### src/rtl/riscv_pkg.sv
// Shared RV32 constants: widths, reset PC, instruction field positions and base opcodes.
// Imported by the fetch unit, the decoder and the tests.
package riscv_pkg;

   localparam int unsigned XLEN     = 32;
   localparam logic [31:0] RESET_PC = 32'h0000_0000;

   localparam int unsigned OP_LSB       = 0;
   localparam int unsigned OP_MSB       = 6;
   localparam int unsigned FUNCT3_LSB   = 12;
   localparam int unsigned FUNCT3_MSB   = 14;
   localparam int unsigned FUNCT7B5_BIT = 30;

   // Sized for responses still in flight across several back-to-back redirects.
   localparam int unsigned DROP_W = 8;

   localparam logic [6:0] OP_LW    = 7'b000_0011;
   localparam logic [6:0] OP_SW    = 7'b010_0011;
   localparam logic [6:0] OP_RTYPE = 7'b011_0011;
   localparam logic [6:0] OP_BEQ   = 7'b110_0011;
   localparam logic [6:0] OP_ITYPE = 7'b001_0011;
   localparam logic [6:0] OP_JAL   = 7'b110_1111;

endpackage

### src/rtl/instr_fetch_if.sv
// Fetch-unit bus bundle: imem request/response, redirect from the controller and the decode
// handshake. The master side is the fetch unit.
interface instr_fetch_if #(
   parameter int unsigned XLEN = 32
) ();

   logic            imem_req_valid;
   logic            imem_req_ready;
   logic [XLEN-1:0] imem_req_addr;
   logic            imem_rsp_valid;
   logic [XLEN-1:0] imem_rsp_data;
   logic            redirect;
   logic [XLEN-1:0] redirect_target;
   logic            dec_valid;
   logic            dec_ready;
   logic [XLEN-1:0] dec_instr;
   logic [XLEN-1:0] dec_pc;
   logic [6:0]      dec_op;
   logic [2:0]      dec_funct3;
   logic            dec_funct7b5;

   modport master (
      output imem_req_valid, imem_req_addr, dec_valid, dec_instr, dec_pc, dec_op, dec_funct3,
             dec_funct7b5,
      input  imem_req_ready, imem_rsp_valid, imem_rsp_data, redirect, redirect_target, dec_ready
   );

   modport slave (
      input  imem_req_valid, imem_req_addr, dec_valid, dec_instr, dec_pc, dec_op, dec_funct3,
             dec_funct7b5,
      output imem_req_ready, imem_rsp_valid, imem_rsp_data, redirect, redirect_target, dec_ready
   );

endinterface

### src/rtl/fetch_fifo.sv
// Synchronous FIFO with flush; push and pop may coincide even when full. Flush wins over both.
module fetch_fifo #(
   parameter int unsigned Width = 64,
   parameter int unsigned Depth = 2,
   localparam int unsigned PtrW = $clog2(Depth),
   localparam int unsigned CntW = $clog2(Depth + 1)
) (
   input  logic             clk,
   input  logic             rst_n,
   input  logic             flush_i,
   input  logic             push_i,
   input  logic [Width-1:0] wdata_i,
   input  logic             pop_i,
   output logic [Width-1:0] rdata_o,
   output logic [CntW-1:0]  count_o,
   output logic             full_o,
   output logic             empty_o
);

   logic [Width-1:0] mem_q [Depth];
   logic [PtrW-1:0]  wptr_q, wptr_d, rptr_q, rptr_d;
   logic [CntW-1:0]  count_q, count_d;
   logic             do_push, do_pop;

   assign full_o  = (count_q == CntW'(Depth));
   assign empty_o = (count_q == '0);
   assign count_o = count_q;
   assign rdata_o = mem_q[rptr_q];
   assign do_push = push_i && (!full_o || pop_i);
   assign do_pop  = pop_i && !empty_o;

   always_comb begin
      wptr_d  = wptr_q;
      rptr_d  = rptr_q;
      count_d = count_q;
      if (flush_i) begin
         wptr_d  = '0;
         rptr_d  = '0;
         count_d = '0;
      end else begin
         if (do_push) wptr_d = wptr_q + PtrW'(1);
         if (do_pop)  rptr_d = rptr_q + PtrW'(1);
         count_d = count_q + CntW'(do_push) - CntW'(do_pop);
      end
   end

   always_ff @(posedge clk or negedge rst_n) begin
      if (!rst_n) begin
         wptr_q  <= '0;
         rptr_q  <= '0;
         count_q <= '0;
      end else begin
         wptr_q  <= wptr_d;
         rptr_q  <= rptr_d;
         count_q <= count_d;
      end
   end

   always_ff @(posedge clk or negedge rst_n) begin
      if (!rst_n) begin
         for (int i = 0; i < int'(Depth); i++) mem_q[i] <= '0;
      end else if (do_push && !flush_i) begin
         mem_q[wptr_q] <= wdata_i;
      end
   end

   // The credit scheme upstream must never let a push land on a full FIFO without a pop.
   always_ff @(posedge clk) begin
      if (rst_n) assert (!(push_i && full_o && !pop_i && !flush_i));
   end

endmodule

### src/rtl/instr_fetch.sv
// Instruction fetch unit: credit-limited in-order imem requests, PC-tagged response buffer,
// redirect flush with drop counting. Define FETCH_PERF_EN to add the fetch_stall_cnt counter.
module instr_fetch
   import riscv_pkg::*;
#(
   parameter int unsigned     XLEN     = riscv_pkg::XLEN,
   parameter logic [XLEN-1:0] RESET_PC = riscv_pkg::RESET_PC,
   parameter int unsigned     DEPTH    = 2
) (
   input  logic        clk,
   input  logic        rst_n,
`ifdef FETCH_PERF_EN
   output logic [31:0] fetch_stall_cnt,
`endif
   instr_fetch_if.master bus
);

   localparam int unsigned   CntW   = $clog2(DEPTH + 1);
   localparam logic [CntW:0] DepthC = (CntW + 1)'(DEPTH);

   logic [XLEN-1:0]   fetch_pc_q, fetch_pc_d;
   logic [DROP_W-1:0] drop_q, drop_d;
   logic [CntW-1:0]   outst, buf_cnt;
   logic [XLEN-1:0]   tag_pc;
   logic [2*XLEN-1:0] buf_head, buf_out;
   logic              tag_full, tag_empty, buf_full, buf_empty;
   logic              credit_ok, accept, rsp_keep, pop;
   logic              unused_sigs;

   assign credit_ok = ({1'b0, outst} + {1'b0, buf_cnt}) < DepthC;
   assign bus.imem_req_valid = rst_n && !bus.redirect && credit_ok;
   assign bus.imem_req_addr  = fetch_pc_q;
   assign accept   = bus.imem_req_valid && bus.imem_req_ready;
   assign rsp_keep = bus.imem_rsp_valid && (drop_q == '0);
   assign pop      = bus.dec_valid && bus.dec_ready && !bus.redirect;

   always_comb begin
      fetch_pc_d = fetch_pc_q;
      drop_d     = drop_q;
      if (bus.redirect) begin
         fetch_pc_d = {bus.redirect_target[XLEN-1:2], 2'b00};
         drop_d     = drop_q + DROP_W'(outst) - DROP_W'(bus.imem_rsp_valid);
      end else begin
         if (accept) fetch_pc_d = fetch_pc_q + XLEN'(4);
         if (bus.imem_rsp_valid && drop_q != '0) drop_d = drop_q - DROP_W'(1);
      end
   end

   always_ff @(posedge clk or negedge rst_n) begin
      if (!rst_n) begin
         fetch_pc_q <= RESET_PC;
         drop_q     <= '0;
      end else begin
         fetch_pc_q <= fetch_pc_d;
         drop_q     <= drop_d;
      end
   end

   // One tag per live request, so the tag count doubles as the outstanding counter.
   fetch_fifo #(
      .Width (XLEN),
      .Depth (DEPTH)
   ) u_tag_fifo (
      .clk     (clk),
      .rst_n   (rst_n),
      .flush_i (bus.redirect),
      .push_i  (accept),
      .wdata_i (fetch_pc_q),
      .pop_i   (rsp_keep && !bus.redirect),
      .rdata_o (tag_pc),
      .count_o (outst),
      .full_o  (tag_full),
      .empty_o (tag_empty)
   );

   fetch_fifo #(
      .Width (2 * XLEN),
      .Depth (DEPTH)
   ) u_buf_fifo (
      .clk     (clk),
      .rst_n   (rst_n),
      .flush_i (bus.redirect),
      .push_i  (rsp_keep && !bus.redirect),
      .wdata_i ({bus.imem_rsp_data, tag_pc}),
      .pop_i   (pop),
      .rdata_o (buf_head),
      .count_o (buf_cnt),
      .full_o  (buf_full),
      .empty_o (buf_empty)
   );

   assign buf_out          = buf_empty ? '0 : buf_head;
   assign bus.dec_valid    = !buf_empty;
   assign bus.dec_instr    = buf_out[2*XLEN-1:XLEN];
   assign bus.dec_pc       = buf_out[XLEN-1:0];
   assign bus.dec_op       = buf_out[XLEN+OP_MSB:XLEN+OP_LSB];
   assign bus.dec_funct3   = buf_out[XLEN+FUNCT3_MSB:XLEN+FUNCT3_LSB];
   assign bus.dec_funct7b5 = buf_out[XLEN+FUNCT7B5_BIT];

   assign unused_sigs = ^{tag_full, tag_empty, buf_full, bus.redirect_target[1:0]};

`ifdef FETCH_PERF_EN
   logic [31:0] stall_cnt_q;

   always_ff @(posedge clk or negedge rst_n) begin
      if (!rst_n) begin
         stall_cnt_q <= '0;
      end else if (bus.dec_ready && !bus.dec_valid && !bus.redirect && stall_cnt_q != '1) begin
         stall_cnt_q <= stall_cnt_q + 32'd1;
      end
   end

   assign fetch_stall_cnt = stall_cnt_q;
`endif

endmodule

### src/flat_wrapper.sv
// flat-port wrapper written by rule: the top's interface ports become plain ports
module instr_fetch_flat import riscv_pkg::*;
#(
   parameter int unsigned     XLEN     = riscv_pkg::XLEN,
   parameter logic [XLEN-1:0] RESET_PC = riscv_pkg::RESET_PC,
   parameter int unsigned     DEPTH    = 2
)
  (clk, rst_n, bus_imem_req_valid, bus_imem_req_addr, bus_dec_valid, bus_dec_instr, bus_dec_pc, bus_dec_op, bus_dec_funct3, bus_dec_funct7b5, bus_imem_req_ready, bus_imem_rsp_valid, bus_imem_rsp_data, bus_redirect, bus_redirect_target, bus_dec_ready);
  instr_fetch_if #(.XLEN(XLEN)) bus_i ();
  input  logic clk;
  input  logic rst_n;
  output wire logic [$bits(bus_i.imem_req_valid)-1:0] bus_imem_req_valid;
  output wire logic [$bits(bus_i.imem_req_addr)-1:0] bus_imem_req_addr;
  output wire logic [$bits(bus_i.dec_valid)-1:0] bus_dec_valid;
  output wire logic [$bits(bus_i.dec_instr)-1:0] bus_dec_instr;
  output wire logic [$bits(bus_i.dec_pc)-1:0] bus_dec_pc;
  output wire logic [$bits(bus_i.dec_op)-1:0] bus_dec_op;
  output wire logic [$bits(bus_i.dec_funct3)-1:0] bus_dec_funct3;
  output wire logic [$bits(bus_i.dec_funct7b5)-1:0] bus_dec_funct7b5;
  input wire logic [$bits(bus_i.imem_req_ready)-1:0] bus_imem_req_ready;
  input wire logic [$bits(bus_i.imem_rsp_valid)-1:0] bus_imem_rsp_valid;
  input wire logic [$bits(bus_i.imem_rsp_data)-1:0] bus_imem_rsp_data;
  input wire logic [$bits(bus_i.redirect)-1:0] bus_redirect;
  input wire logic [$bits(bus_i.redirect_target)-1:0] bus_redirect_target;
  input wire logic [$bits(bus_i.dec_ready)-1:0] bus_dec_ready;
  assign bus_imem_req_valid = bus_i.imem_req_valid;
  assign bus_imem_req_addr = bus_i.imem_req_addr;
  assign bus_dec_valid = bus_i.dec_valid;
  assign bus_dec_instr = bus_i.dec_instr;
  assign bus_dec_pc = bus_i.dec_pc;
  assign bus_dec_op = bus_i.dec_op;
  assign bus_dec_funct3 = bus_i.dec_funct3;
  assign bus_dec_funct7b5 = bus_i.dec_funct7b5;
  assign bus_i.imem_req_ready = bus_imem_req_ready;
  assign bus_i.imem_rsp_valid = bus_imem_rsp_valid;
  assign bus_i.imem_rsp_data = bus_imem_rsp_data;
  assign bus_i.redirect = bus_redirect;
  assign bus_i.redirect_target = bus_redirect_target;
  assign bus_i.dec_ready = bus_dec_ready;
  instr_fetch #(.XLEN(XLEN), .RESET_PC(RESET_PC), .DEPTH(DEPTH)) u_core (.clk(clk), .rst_n(rst_n), .bus(bus_i));
endmodule
### config.mk
export PLATFORM = sky130hd
export DESIGN_NAME = instr_fetch_flat
export DESIGN_NICKNAME = d
export VERILOG_FILES = /design/src/rtl/riscv_pkg.sv /design/src/rtl/instr_fetch_if.sv /design/src/rtl/fetch_fifo.sv /design/src/rtl/instr_fetch.sv /design/src/flat_wrapper.sv
export SDC_FILE = /design/constraint.sdc
export NUM_CORES = 1
export LEC_CHECK = 0
export BUFFER_PORTS_ARGS = -buffer_cell sky130_fd_sc_hd__buf_2
export CORE_ASPECT_RATIO = 1.1
export CORE_UTILIZATION = 35
export CTS_BUF_LIST = sky130_fd_sc_hd__clkbuf_16
export CTS_CLUSTER_DIAMETER = 50
export DETAILED_ROUTE_END_ITERATION = 10
export PLACE_DENSITY = 0.6
export SYNTH_ARGS = -nofsm -noshare
export SYNTH_HDL_FRONTEND = slang
export SYNTH_SLANG_ARGS = --single-unit
### constraint.sdc
create_clock -name clk -period 6.9 [get_ports clk]
set_clock_uncertainty 0.2 [all_clocks]
set_input_delay 0.69 -clock clk [delete_from_list [all_inputs] [get_ports clk]]
set_output_delay 0.69 -clock clk [all_outputs]
set_load 0.005 [all_outputs]
* Word-level counts from Yosys, hierarchy flattened *
Cells that the tools add are included.
W data, S select, Z words.

word-level totals
  register bits after elaboration = 240
  latch bits = 0
  bits in writable memories = 0
  bits in read-only memories = 0
  input bits = 70
  output and inout port bits = 109
  logic and storage cells = 98
  memories = 0

operators by class
  $add $sub $neg = 13
  multipliers = 0
  divide/modulo/power cells = 0
  $lt $le $gt $ge = 7
  eq/ne operators = 2
  shifts and indexed selects = 0
  mux-type cells = 27
  bitwise logic cells = 4
  reductions and logical operators = 33

operators with widths
  cell                     number
  $mux W64                 5
  $mux W32                 6
  $bwmux W128              1
  $bwmux W64               1
  $demux W64 S1            1
  $add A32 B3 Y32 const B  1
  $demux W32 S1            1
  $logic_and A1 B1 Y1      16
  $mux W8                  2
  $reduce_bool A2 Y1       6
  $add A8 B2 Y8            1
  $ge A2 B2 Y1 const B     4
  $logic_not A8 Y1         1
  $mux W1                  8
  $not A1 Y2               4
  $reduce_bool A8 Y1       1
  $sub A8 B1 Y8            1
  $sub A8 B1 Y8 const B    1
  $logic_not A1 Y1         5
  $add A1 B1 Y1 const B    4
  $add A2 B1 Y2            2
  $eq A2 B2 Y1 const B     2
  $logic_not A2 Y1         2
  $lt A2 B1 Y1 const B     2
  5 further kinds          8

* Logic depth before layout (Yosys ltp) *
Gate-level depths: netlist of the first run.

  word-level depth = 9
  mapped depth = 11
  depth with buffers taken out = 11

* Hierarchy *
From an unflattened synthesis of the first run, not the netlist that was laid out.

second synthesis, totals
  cell total of the unflattened synthesis = 968
  area total of the unflattened synthesis = 12411.9 um^2

modules (own cells, without submodules)
  module                           times used  cells each  area each (um^2)  sequential area each (um^2)
  fetch_fifo at u_core.u_buf_fifo  1           366         5982.0            3303.2
  instr_fetch                      1           406         3320.7            950.9
  fetch_fifo at u_core.u_tag_fifo  1           196         3109.2            1701.6

* Least setup slack after synthesis of the first run *
No wires, ideal clock.

  path type = reg2reg
  start point = reg u_core.u_tag_fifo.count_q[0] (netlist: u_core.u_tag_fifo.count_o[0])
  end point = reg u_core.u_tag_fifo.count_q[1] (netlist: u_core.u_tag_fifo.count_o[1])
  library setup time = 132 ps
  arrival = 2502 ps
  data required time = 6568 ps
  path slack = 4067 ps
  cell stages (with the launch flop) = 12
  path buffers = 0
  clock period less this slack = 2833 ps
  path through = dfrtp_1 and2_1 fa_1 nor4b_4 and2_4 o31ai_2 ha_1 inv_1 ha_1 xor2_1 xnor2_1 nor2_1

on the way
  cells in the longest elaborated chain, start to end = 8
  elaborated cells on any way between the ends = 14
  those cells by class = add/sub: 3; order compare: 1; eq/ne: 1; mux: 1; reduce/logical: 8

ends and longest elaborated chain
  element                           line                text
  from (decl)                       fetch_fifo.sv:22    logic [CntW-1:0] count_q, count_d;
  from (signal assigned)            fetch_fifo.sv:55    count_q <= count_d;
  $add A2 B2 Y3                     instr_fetch.sv:30   assign credit_ok = ({1'b0, outst} + {1'b0, buf_cnt}) < DepthC;
  $lt A3 B2 Y1                      instr_fetch.sv:30
  $logic_and A1 B1 Y1               instr_fetch.sv:31   assign bus.imem_req_valid = rst_n && !bus.redirect && credit_ok;
  via bus_imem_req_valid            flat_wrapper.sv:12  output wire logic [$bits(bus_i.imem_req_valid)-1:0] bus_imem_req_valid;
  $logic_and A1 B1 Y1               instr_fetch.sv:33   assign accept = bus.imem_req_valid && bus.imem_req_ready;
  $logic_and A1 B1 Y1               fetch_fifo.sv:29    assign do_push = push_i && (!full_o || pop_i);
  $add A2 B1 Y2                     fetch_fifo.sv:43    count_d = count_q + CntW'(do_push) - CntW'(do_pop);
  $sub A2 B1 Y2                     fetch_fifo.sv:43
  $mux W2                           fetch_fifo.sv:36    if (flush_i) begin
  via u_core.u_tag_fifo.count_d[1]  fetch_fifo.sv:22

The timed path passes the listed nets, and every way through them passes these cells.
A chain may end at the register's enable or synchronous reset.

* Worst setup path after layout of the first run *
  start point = reg u_core.u_buf_fifo.rptr_q
  end point = out bus_dec_instr[14]

on the way
  cells in the longest elaborated chain, start to end = 5

ends and longest elaborated chain
  element                                       line                text
  from (decl)                                   fetch_fifo.sv:21    logic [PtrW-1:0] wptr_q, wptr_d, rptr_q, rptr_d;
  from (signal assigned)                        fetch_fifo.sv:54    rptr_q <= rptr_d;
  $not A1 Y2 (implied by the code)              fetch_fifo.sv:28    assign rdata_o = mem_q[rptr_q];
  $mux W64 (implied by the code) (3 in series)  fetch_fifo.sv:28
  $mux W64                                      instr_fetch.sv:92   assign buf_out = buf_empty ? '0 : buf_head;
  to (decl)                                     flat_wrapper.sv:15  output wire logic [$bits(bus_i.dec_instr)-1:0] bus_dec_instr;

Every way passes these cells. The select of a mux whose other input is x is not followed.

==> results.sh, run 1 <==
export IMPL_outcome="finished clean"
export IMPL_period_minus_slack_ns=3.43
export IMPL_fmax_ghz=0.292
export IMPL_rsz0062_at_grt="false"
export IMPL_cts_tree="done"
export IMPL_setup_violations=0
export IMPL_syn_to_final_growth_pct=18.2
export IMPL_vdd_drop_max_uv=175
export IMPL_layout_drive_gt1_share_pct=30.8
export IMPL_min_path_type="in2reg"
export IMPL_vias_per_cell=4.89
export IMPL_wl_mm=25.9
export IMPL_syn_area_per_cell_um2=11.3
export IMPL_yosysUniqueCellTypes=52
export IMPL_track_usage_pct=16.1
export IMPL_synth_warnings=0
export IMPL_use_met3_pct=2.41
export IMPL_antenna_cells=0
export IMPL_crit_start="u_core.u_buf_fifo.rptr_q$_DFFE_PN0P_"
export IMPL_dieArea_mm2=0.0329
export IMPL_gr_total_overflow=0
export IMPL_synth_top_cell_area_share_pct=51.1
export IMPL_hpwlAfterDp_mm=17.3
export IMPL_die_x_um=173
export IMPL_crit_path_end_kind="primary output"
export IMPL_clock_sinks=230
export IMPL_critical_path_class="reg2out"
export IMPL_initial_core_util_pct=35.7
export IMPL_grt_busiest_layer="met2"
export IMPL_coreArea_mm2=0.0316
export IMPL_grt_max_degree=94
export IMPL_dpl_worst_slack_ns=3.19
export IMPL_drc=0
export IMPL_routedWlPerCell_um=16.3
export IMPL_async_reset_ff_share_pct=100
export IMPL_syn_area_mm2=0.0113
export IMPL_ctsHtreeMaxLevel=1
export IMPL_grt_pass1_vias=7742
export IMPL_fin_setup_tns_ns=0
export IMPL_hold_viol=0
export IMPL_cts_buffers=30
export IMPL_drv_cap=0
export IMPL_clock_path_buffers=3
export IMPL_io_buffers=172
export IMPL_grt_use_met2_pct=25.4
export IMPL_insertion_delay_ns=0.54
export IMPL_postCtsSetupRepairBufs=0
export IMPL_nNetsFinal=1241
export IMPL_crit_arrival_ns=2.54
export IMPL_synth_common_cells="dfrtp_1 (230), nor2_1 (109), mux2i_1 (97)"
export IMPL_worstPathRequired_ns=6.01
export IMPL_dr_first_iter_drc_count=457
export IMPL_p_per_area_mw_per_mm2=297
export IMPL_synth_ff_type="dfrtp_1"
export IMPL_seq_area_frac_synth_pct=51.1
export IMPL_clkTransAtPathRegs_ns=0.06
export IMPL_synth_top_area_cell="dfrtp_1"
export IMPL_finalCritPeriodShare_pct=49.6
export IMPL_ys_top_cells_by_area="dfrtp_1 (51%), mux2_2 (9.5%), mux2i_1 (8.6%)"
export IMPL_antenna_left=0
export IMPL_grt_use_met1_pct=23.1
export IMPL_cts_hold_buf=1
export IMPL_min_from="bus_redirect_target[25]"
export IMPL_worst_pin_slew_ns=1.03
export IMPL_syn_instance_count=1000
export IMPL_setup_ws_ns=3.47
export IMPL_crit_path_max_fanout=40
export IMPL_timing_hold_ws_ns=0.153
export IMPL_synth_most_common_cell="dfrtp_1"
export IMPL_start_kind="flip-flop"
export IMPL_dp_cells=1533
export IMPL_p_leak_nw=6.25
export IMPL_vias=7773
export IMPL_dr_pass1_iters=5
export IMPL_grt_pass1_wl_mm=42.7
export IMPL_clock_root_buffer="clkbuf_16"
export IMPL_synth_edff_count=0
export IMPL_power_total_mw=3.96
export IMPL_rr_startpoint="u_core.drop_q[5]$_DFFE_PN0P_"
export IMPL_io_pins=179
export IMPL_cts_resized=0
export IMPL_drv_slew=0
export IMPL_stdcell_count=1588
export IMPL_die_h_um=190
export IMPL_num_rows=68
export IMPL_antenna_found_initial=0
export IMPL_relSlewSlack_pct=31.6
export IMPL_synth_seq_cells=230
export IMPL_gpl_final_weighted_congestion=0.782
[worst max-delay path, stage by stage, from the launching register on]
cell and delay [ns]:
dfrtp_4 0.73, buf_4 0.68, mux2i_1 0.30, nor2_1 0.08, buf_2 0.17
[state kept, by name, indices dropped and copies added (netlist names)]
register                   count
u_core.u_buf_fifo.mem_q      124
u_core.u_tag_fifo.count_o      2
u_core.u_buf_fifo.rptr_q       1
u_core.u_tag_fifo.rptr_q       1
u_core.bus.imem_req_addr      30
u_core.u_tag_fifo.mem_q       60
u_core.u_tag_fifo.wptr_q       1
u_core.drop_q                  8
u_core.u_buf_fifo.count_o      2
u_core.u_buf_fifo.wptr_q       1
[logic make-up after synthesis]
| logic type | after synthesis | share of synthesized area [%] |
|---|---|---|
| AOI/OAI and AO/OA | 120 | 5.83 |
| buffers and inverters | 101 | 4.33 |
| muxes | 222 | 22.1 |
| adders and majority gates | 25 | 2.91 |
| DFF | 230 | 51.1 |
| and+or+nand+nor | 260 | 10.6 |
| other | 1 | 0.0333 |
| xor gates and xnor gates | 41 | 3.19 |
[metrics by stage]
stage / util, % / area, um2
floorplan: - / 11300
global placement: 39.3 / 12400
detailed placement: 39.3 / 12400
CTS: 42.2 / 13300
global route: 42.2 / 13300
finish: 42.2 / 13300
[cell usage in the layout, fill, tap and decap left out, drive strengths merged, types with 2 or more instances in the layout]
cell type and instances:
nand2 74, conb 4, nor4 8, o31ai 2, or2 2, xor2 15
nor3 7, or3 2, a31oi 4, nand3b 2, and2 2, o21ai 64
and4 6, fa 2, nand2b 4, xnor2 26, o211ai 3, buf 183
a211oi 3, nor2 109, nand3 16, clkinv 14, and3 8, ha 23
inv 37, a21oi 36, mux2i 97, nand4 12, nor2b 3, clkbuf 31
mux2 125, dfrtp 230
[power by group]
part / internal (mW) / switching, mW
clock network: 0.814 / 0.587
registers: 1.58 / 0.157
logic: 0.420 / 0.400
total: 2.82 / 1.14
[routing by layer]
layer / vias up / part of all wire [%]
li1: 3729 / -
met4: 0 / 1.7
met1: 3797 / 49
met5: - / 0
met3: 40 / 4.9
met2: 207 / 45
[final timing paths]
| kind | slack (ns) | depth (start not counted) | endpoint |
|---|---|---|---|
| max | 3.47 | 4 | bus_dec_instr[14] |
| min | 0.15 | 3 | u_core.bus.imem_req_addr[25]$_DFFE_PN0P_ |
| max reg2reg | 3.67 | 8 | u_core.u_buf_fifo.mem_q[103]$_DFFE_PN0P_ |
| min reg2reg | 0.28 | 2 | u_core.u_buf_fifo.mem_q[31]$_DFFE_PN0P_ |
| max in group asynchronous | 4.38 | 3 | u_core.u_tag_fifo.mem_q[40]$_DFFE_PN0P_ |
| min in group asynchronous | 0.53 | 2 | u_core.u_buf_fifo.mem_q[56]$_DFFE_PN0P_ |
[layout make-up]
type / instances / area, um2
Fill cell: 3074 / 18200
Sequential cell: 230 / 5760
Timing Repair Buffer: 184 / 963
Inverter: 28 / 105
Multi-Input combinational cell: 672 / 5060
Clock buffer: 31 / 776
Tap cell: 420 / 526
Clock inverter: 23 / 130
No activity file was read; power rests on OpenSTA's default activity.
==> inputs of run 2 (changes only) <==
Settings changed: PLACE_DENSITY 0.6 to 0.62.
Clock period 6.9 ns to 2.85 ns, I/O delays scaled along.
==> run 2 against run 1 <==
Critical endpoint is now u_core.u_tag_fifo.mem_q[26]$_DFFE_PN0P_. Worst setup slack worse by 3.3 ns. Non-clock buffer count grew 87. Global-route usage grew 0.42 points.
==> results.sh, run 2 (synthesis results as in run 1) <==
export IMPL_insertion_delay_ns=0.54
export IMPL_p_per_area_mw_per_mm2=698
export IMPL_grt_max_degree=175
export IMPL_antenna_left=0
export IMPL_initial_core_util_pct=35.7
export IMPL_ctsHtreeMaxLevel=1
export IMPL_vdd_drop_max_uv=380
export IMPL_layout_drive_gt1_share_pct=31.0
export IMPL_cts_buffers=28
export IMPL_layout_common_cells="dfrtp_1 (229), buf_2 (171), nor2_1 (106)"
export IMPL_mostFrequentLayoutCell="dfrtp_1"
export IMPL_dr_pass1_iters=4
export IMPL_min_from="bus_imem_rsp_valid"
export IMPL_seq_area_mm2=0.00576
export IMPL_reg2reg_to="u_core.u_tag_fifo.mem_q[26]$_DFFE_PN0P_"
export IMPL_critical_path_class="reg2reg"
export IMPL_antenna_cells=0
export IMPL_crit_start="u_core.u_tag_fifo.count_o[0]$_DFF_PN0_"
export IMPL_rsz0062_at_grt="true"
export IMPL_fmax_ghz=0.370
export IMPL_setup_violations=0
export IMPL_num_rows=68
export IMPL_clock_sinks=230
export IMPL_rr_startpoint="u_core.u_tag_fifo.count_o[0]$_DFF_PN0_"
export IMPL_antenna_found_initial=0
export IMPL_grt_pass1_vias=8206
export IMPL_grt_pass1_wl_mm=44.0
export IMPL_multi_input_area_mm2=0.00509
export IMPL_finalCritPeriodShare_pct=94.9
export IMPL_coreArea_mm2=0.0316
export IMPL_dr_first_iter_drc_count=470
export IMPL_drc=0
export IMPL_gpl_final_weighted_congestion=0.785
export IMPL_clock_root_buffer="clkbuf_16"
export IMPL_drv_cap=0
export IMPL_worstPathRequired_ns=3.07
export IMPL_fillers=2959
export IMPL_dpl_worst_slack_ns=0.0305
export IMPL_crit_arrival_ns=2.92
export IMPL_r2r_slack_ns=0.15
export IMPL_crit_path_max_fanout=30
export IMPL_clkTransAtPathRegs_ns=0.06
export IMPL_cts_tree="done"
export IMPL_top_register="u_core.u_buf_fifo.mem_q"
export IMPL_syn_to_final_growth_pct=26.6
export IMPL_io_buffers=172
export IMPL_whs_path_depth=4
export IMPL_vias=8083
export IMPL_io_pins=179
export IMPL_relSlewSlack_pct=37.4
export IMPL_setup_ws_ns=0.147
export IMPL_timing_hold_ws_ns=0.0447
export IMPL_gr_total_overflow=0
export IMPL_min_path_type="in2reg"
export IMPL_wl_mm=26.9
export IMPL_period_minus_slack_ns=2.70
export IMPL_start_kind="flip-flop"
export IMPL_hpwlAfterDp_mm=17.9
export IMPL_die_h_um=190
export IMPL_fin_setup_tns_ns=0
export IMPL_track_usage_pct=16.5
export IMPL_drv_slew=0
export IMPL_p_leak_nw=6.65
export IMPL_die_x_um=173
export IMPL_outcome="finished clean"
export IMPL_hold_viol=0
export IMPL_worst_pin_slew_ns=0.939
export IMPL_crit_path_end_kind="flip-flop"
export IMPL_dieArea_mm2=0.0329
export IMPL_clock_path_buffers=3
export IMPL_nNetsFinal=1326
export IMPL_routedWlPerCell_um=16.1
export IMPL_largest_reg_flops=124
export IMPL_hold_end="u_core.drop_q[2]$_DFFE_PN0P_"
export IMPL_vias_per_cell=4.83
export IMPL_reg2reg_depth=7
-- run 2: routing by layer --
metal,GRT usage (%),vias up,wire (um)
met5,0,-,0
met3,2.69,34,1230
met2,27.4,204,12500
met1,22.8,3940,12800
met4,3.61,0,421
li1,-,3905,-
-- run 2: worst max-delay path, cell delays in order (launching register included) --
cell     delay [ns]
dfrtp_1        0.37
and2_4         0.16
fa_2           0.58
nor4b_4        0.06
and2_4         0.18
o31ai_4        0.08
or2_4          0.60
mux2_4         0.35
-- run 2: where the power goes --
part | internal (mW) | switching [mW]
clock network | 2.14 | 1.44
logic | 1.13 | 1.05
registers | 3.83 | 0.385
total | 7.10 | 2.87
-- run 2: area by class of cell --
| type | instances | share of cell area (%) |
|---|---|---|
| Clock buffer | 29 | 5.08 |
| Tap cell | 420 | 3.68 |
| Inverter | 28 | 0.736 |
| Multi-Input combinational cell | 672 | 35.7 |
| Clock inverter | 23 | 1.54 |
| Sequential cell | 230 | 40.4 |
| Timing Repair Buffer | 271 | 12.9 |
-- run 2: through the flow --
stage,instance area [um2],total power [mW],std cells,utilization [%]
after floorplan,11300,5.70,1003,-
after global placement,12600,6.26,1553,40.0
after detailed placement,12600,6.35,1553,40.0
after CTS,14200,10.1,1672,45.1
after global routing,14300,10.6,1673,45.2
final,14300,9.97,1673,45.2
-- run 2: what timing repair did --
item	CTS	global route
hold buffers	67	0
hold endpoints to repair	271	0
setup endpoints to repair	0	41
setup buffers	0	1
resized for setup	0	7
-- run 2: worst max-delay path by stage --
stage | slack, ns | depth (start not counted) | end
floorplan | 0.02 | 11 | u_core.u_tag_fifo.count_o[1]$_DFF_PN0_
global placement | 0.04 | 11 | u_core.u_tag_fifo.count_o[1]$_DFF_PN0_
detailed placement | 0.03 | 11 | u_core.u_tag_fifo.count_o[1]$_DFF_PN0_
CTS | 0.02 | 11 | u_core.u_tag_fifo.count_o[1]$_DFF_PN0_
global route | -0.004 | 11 | u_core.u_tag_fifo.count_o[1]$_DFF_PN0_
finish | 0.15 | 7 | u_core.u_tag_fifo.mem_q[26]$_DFFE_PN0P_
==> inputs of run 3 (changes only) <==
Settings changed: MAX_ROUTING_LAYER from default to met4, PLACE_DENSITY 0.62 to 0.6.
Clock period 2.85 ns to 3.1 ns, I/O delays scaled along.
==> run 3 against run 2 <==
Combinational power is 12% lower. First-iteration DRC count decreased by 17%. Worst hold slack better by 0.0063 ns. Clock power shrank 15%. Die area did not move. Via count up 0.40%. Worst setup slack improved by 0.077 ns. Final area fell by 1.4%. Global-route usage up 0.30 points. Total power down 11%.
==> results.sh, run 3 (synthesis results as in run 1) <==
export IMPL_fin_setup_tns_ns=0
export IMPL_critical_path_class="reg2reg"
export IMPL_mostFrequentLayoutCell="dfrtp_1"
export IMPL_finalCritPeriodShare_pct=92.8
export IMPL_cts_resized=0
export IMPL_syn_to_final_growth_pct=24.8
export IMPL_period_minus_slack_ns=2.88
export IMPL_grt_max_degree=162
export IMPL_drv_slew=0
export IMPL_io_buffers=172
export IMPL_worstPathRequired_ns=3.31
export IMPL_worst_pin_slew_ns=1.13
export IMPL_crit_start="u_core.u_buf_fifo.count_o[0]$_DFF_PN0_"
export IMPL_p_per_area_mw_per_mm2=627
export IMPL_rr_startpoint="u_core.u_buf_fifo.count_o[0]$_DFF_PN0_"
export IMPL_crit_path_end_kind="flip-flop"
export IMPL_initial_core_util_pct=35.7
export IMPL_antenna_found_initial=0
export IMPL_hpwlAfterDp_mm=17.3
export IMPL_antenna_cells=0
export IMPL_die_h_um=190
export IMPL_postCtsSetupRepairBufs=0
export IMPL_clock_path_buffers=3
export IMPL_start_kind="flip-flop"
export IMPL_grt_pass1_vias=8032
export IMPL_die_x_um=173
export IMPL_clock_root_buffer="clkbuf_16"
export IMPL_placed_area_mm2=0.0125
export IMPL_met3_length_mm=1.12
export IMPL_coreArea_mm2=0.0316
export IMPL_p_leak_nw=6.56
export IMPL_postLayoutCellArea_mm2=0.0141
export IMPL_track_usage_pct=16.8
export IMPL_multi_input_area_mm2=0.00506
export IMPL_cts_tree="done"
export IMPL_rsz0062_at_grt="false"
export IMPL_clock_sinks=230
export IMPL_drt_met1_wl_mm=12.8
export IMPL_num_rows=68
export IMPL_setup_violations=0
export IMPL_dr_max_layer_used="met4"
export IMPL_insertion_delay_ns=0.54
export IMPL_fmax_ghz=0.348
export IMPL_io_pins=179
export IMPL_crit_arrival_ns=3.09
export IMPL_drv_cap=0
export IMPL_vdd_drop_max_uv=388
export IMPL_vias=8115
export IMPL_reg2reg_depth=11
export IMPL_nNetsFinal=1315
export IMPL_min_path_type="in2reg"
export IMPL_relSlewSlack_pct=24.4
export IMPL_ctsHtreeMaxLevel=1
export IMPL_dr_first_iter_drc_count=391
export IMPL_dr_pass1_iters=4
export IMPL_grt_pass1_wl_mm=43.3
export IMPL_reg2reg_to="u_core.u_tag_fifo.count_o[1]$_DFF_PN0_"
export IMPL_seq_area_mm2=0.00576
export IMPL_gpl_final_weighted_congestion=0.810
export IMPL_top_register="u_core.u_buf_fifo.mem_q"
export IMPL_hold_viol=0
export IMPL_min_from="bus_imem_rsp_valid"
export IMPL_largest_reg_flops=124
export IMPL_vias_per_cell=4.88
export IMPL_fillers=2959
export IMPL_drc=0
export IMPL_dieArea_mm2=0.0329
export IMPL_gr_total_overflow=0
export IMPL_hold_end="u_core.drop_q[2]$_DFFE_PN0P_"
export IMPL_routedWlPerCell_um=16.0
export IMPL_antenna_left=0
export IMPL_cts_buffers=29
export IMPL_wl_met2_mm=12.2
export IMPL_outcome="finished clean"
export IMPL_whs_path_depth=4
export IMPL_layout_common_cells="dfrtp_1 (229), buf_2 (171), nor2_1 (106)"
export IMPL_r2r_slack_ns=0.22
export IMPL_clkTransAtPathRegs_ns=0.06
export IMPL_wl_mm=26.6
export IMPL_crit_path_max_fanout=4
export IMPL_layout_drive_gt1_share_pct=29.5
run 3: through the flow:
| stage | hold WS [ns] | util (%) | power [mW] | std cells | setup slack, ns |
|---|---|---|---|---|---|
| 2_1_floorplan | -0.186 | - | 5.24 | 1003 | 0.267 |
| 3_3_place_gp | 0.261 | 39.6 | 5.72 | 1540 | 0.195 |
| 3_5_place_dp | 0.270 | 39.6 | 5.78 | 1540 | 0.194 |
| 4_1_cts | 0.0163 | 44.6 | 8.93 | 1663 | 0.206 |
| 5_1_grt | 0.0577 | 44.6 | 9.38 | 1663 | 0.0336 |
| 6_report | 0.0510 | 44.6 | 8.83 | 1663 | 0.223 |
run 3: repair_timing:
item / 4_1_cts / 5_1_grt
hold buffers: 69 / 0
endpoints found under the hold margin: 258 / 0
endpoints found under the setup margin: 0 / 0
run 3: worst max path at each step:
stage | cells past startpoint | slack [ns] | end
floorplan | 11 | 0.27 | u_core.u_tag_fifo.count_o[1]$_DFF_PN0_
global placement | 11 | 0.20 | u_core.u_tag_fifo.count_o[1]$_DFF_PN0_
detailed placement | 11 | 0.19 | u_core.u_tag_fifo.count_o[1]$_DFF_PN0_
CTS | 11 | 0.21 | u_core.u_tag_fifo.count_o[1]$_DFF_PN0_
global route | 7 | 0.03 | u_core.bus.imem_req_addr[25]$_DFFE_PN0P_
finish | 11 | 0.22 | u_core.u_tag_fifo.count_o[1]$_DFF_PN0_
run 3: worst max-delay path, stage by stage, from the launching register on:
cell,delay [ns]
dfrtp_1,0.42
and2_1,0.17
fa_1,0.52
nor4b_4,0.30
and2_4,0.20
o31ai_2,0.10
ha_1,0.29
inv_1,0.04
ha_1,0.17
xor2_1,0.16
xnor2_1,0.14
nor2_1,0.05
run 3: power by group:
part           switching (mW)  leakage (nW)  internal (mW)
logic                   0.926          3.05          0.998
registers               0.353          3.05           3.52
clock network            1.31         0.458           1.72
total                    2.59          6.56           6.24
run 3: layer usage:
metal / vias to the layer above / GRT usage [%]
met1: 3969 / 22.5
met4: 0 / 4.49
met5: - / -
met3: 39 / 2.01
li1: 3885 / -
met2: 222 / 27.1
run 3: final cells by class:
cell class / instances / area share (%)
sequential: 230 / 40.9
multi-input combinational: 672 / 36.0
timing repair buffer: 259 / 12.4
clock buffer: 29 / 5.16
tap: 420 / 3.73
clock inverter: 25 / 1.07
inverter: 28 / 0.747
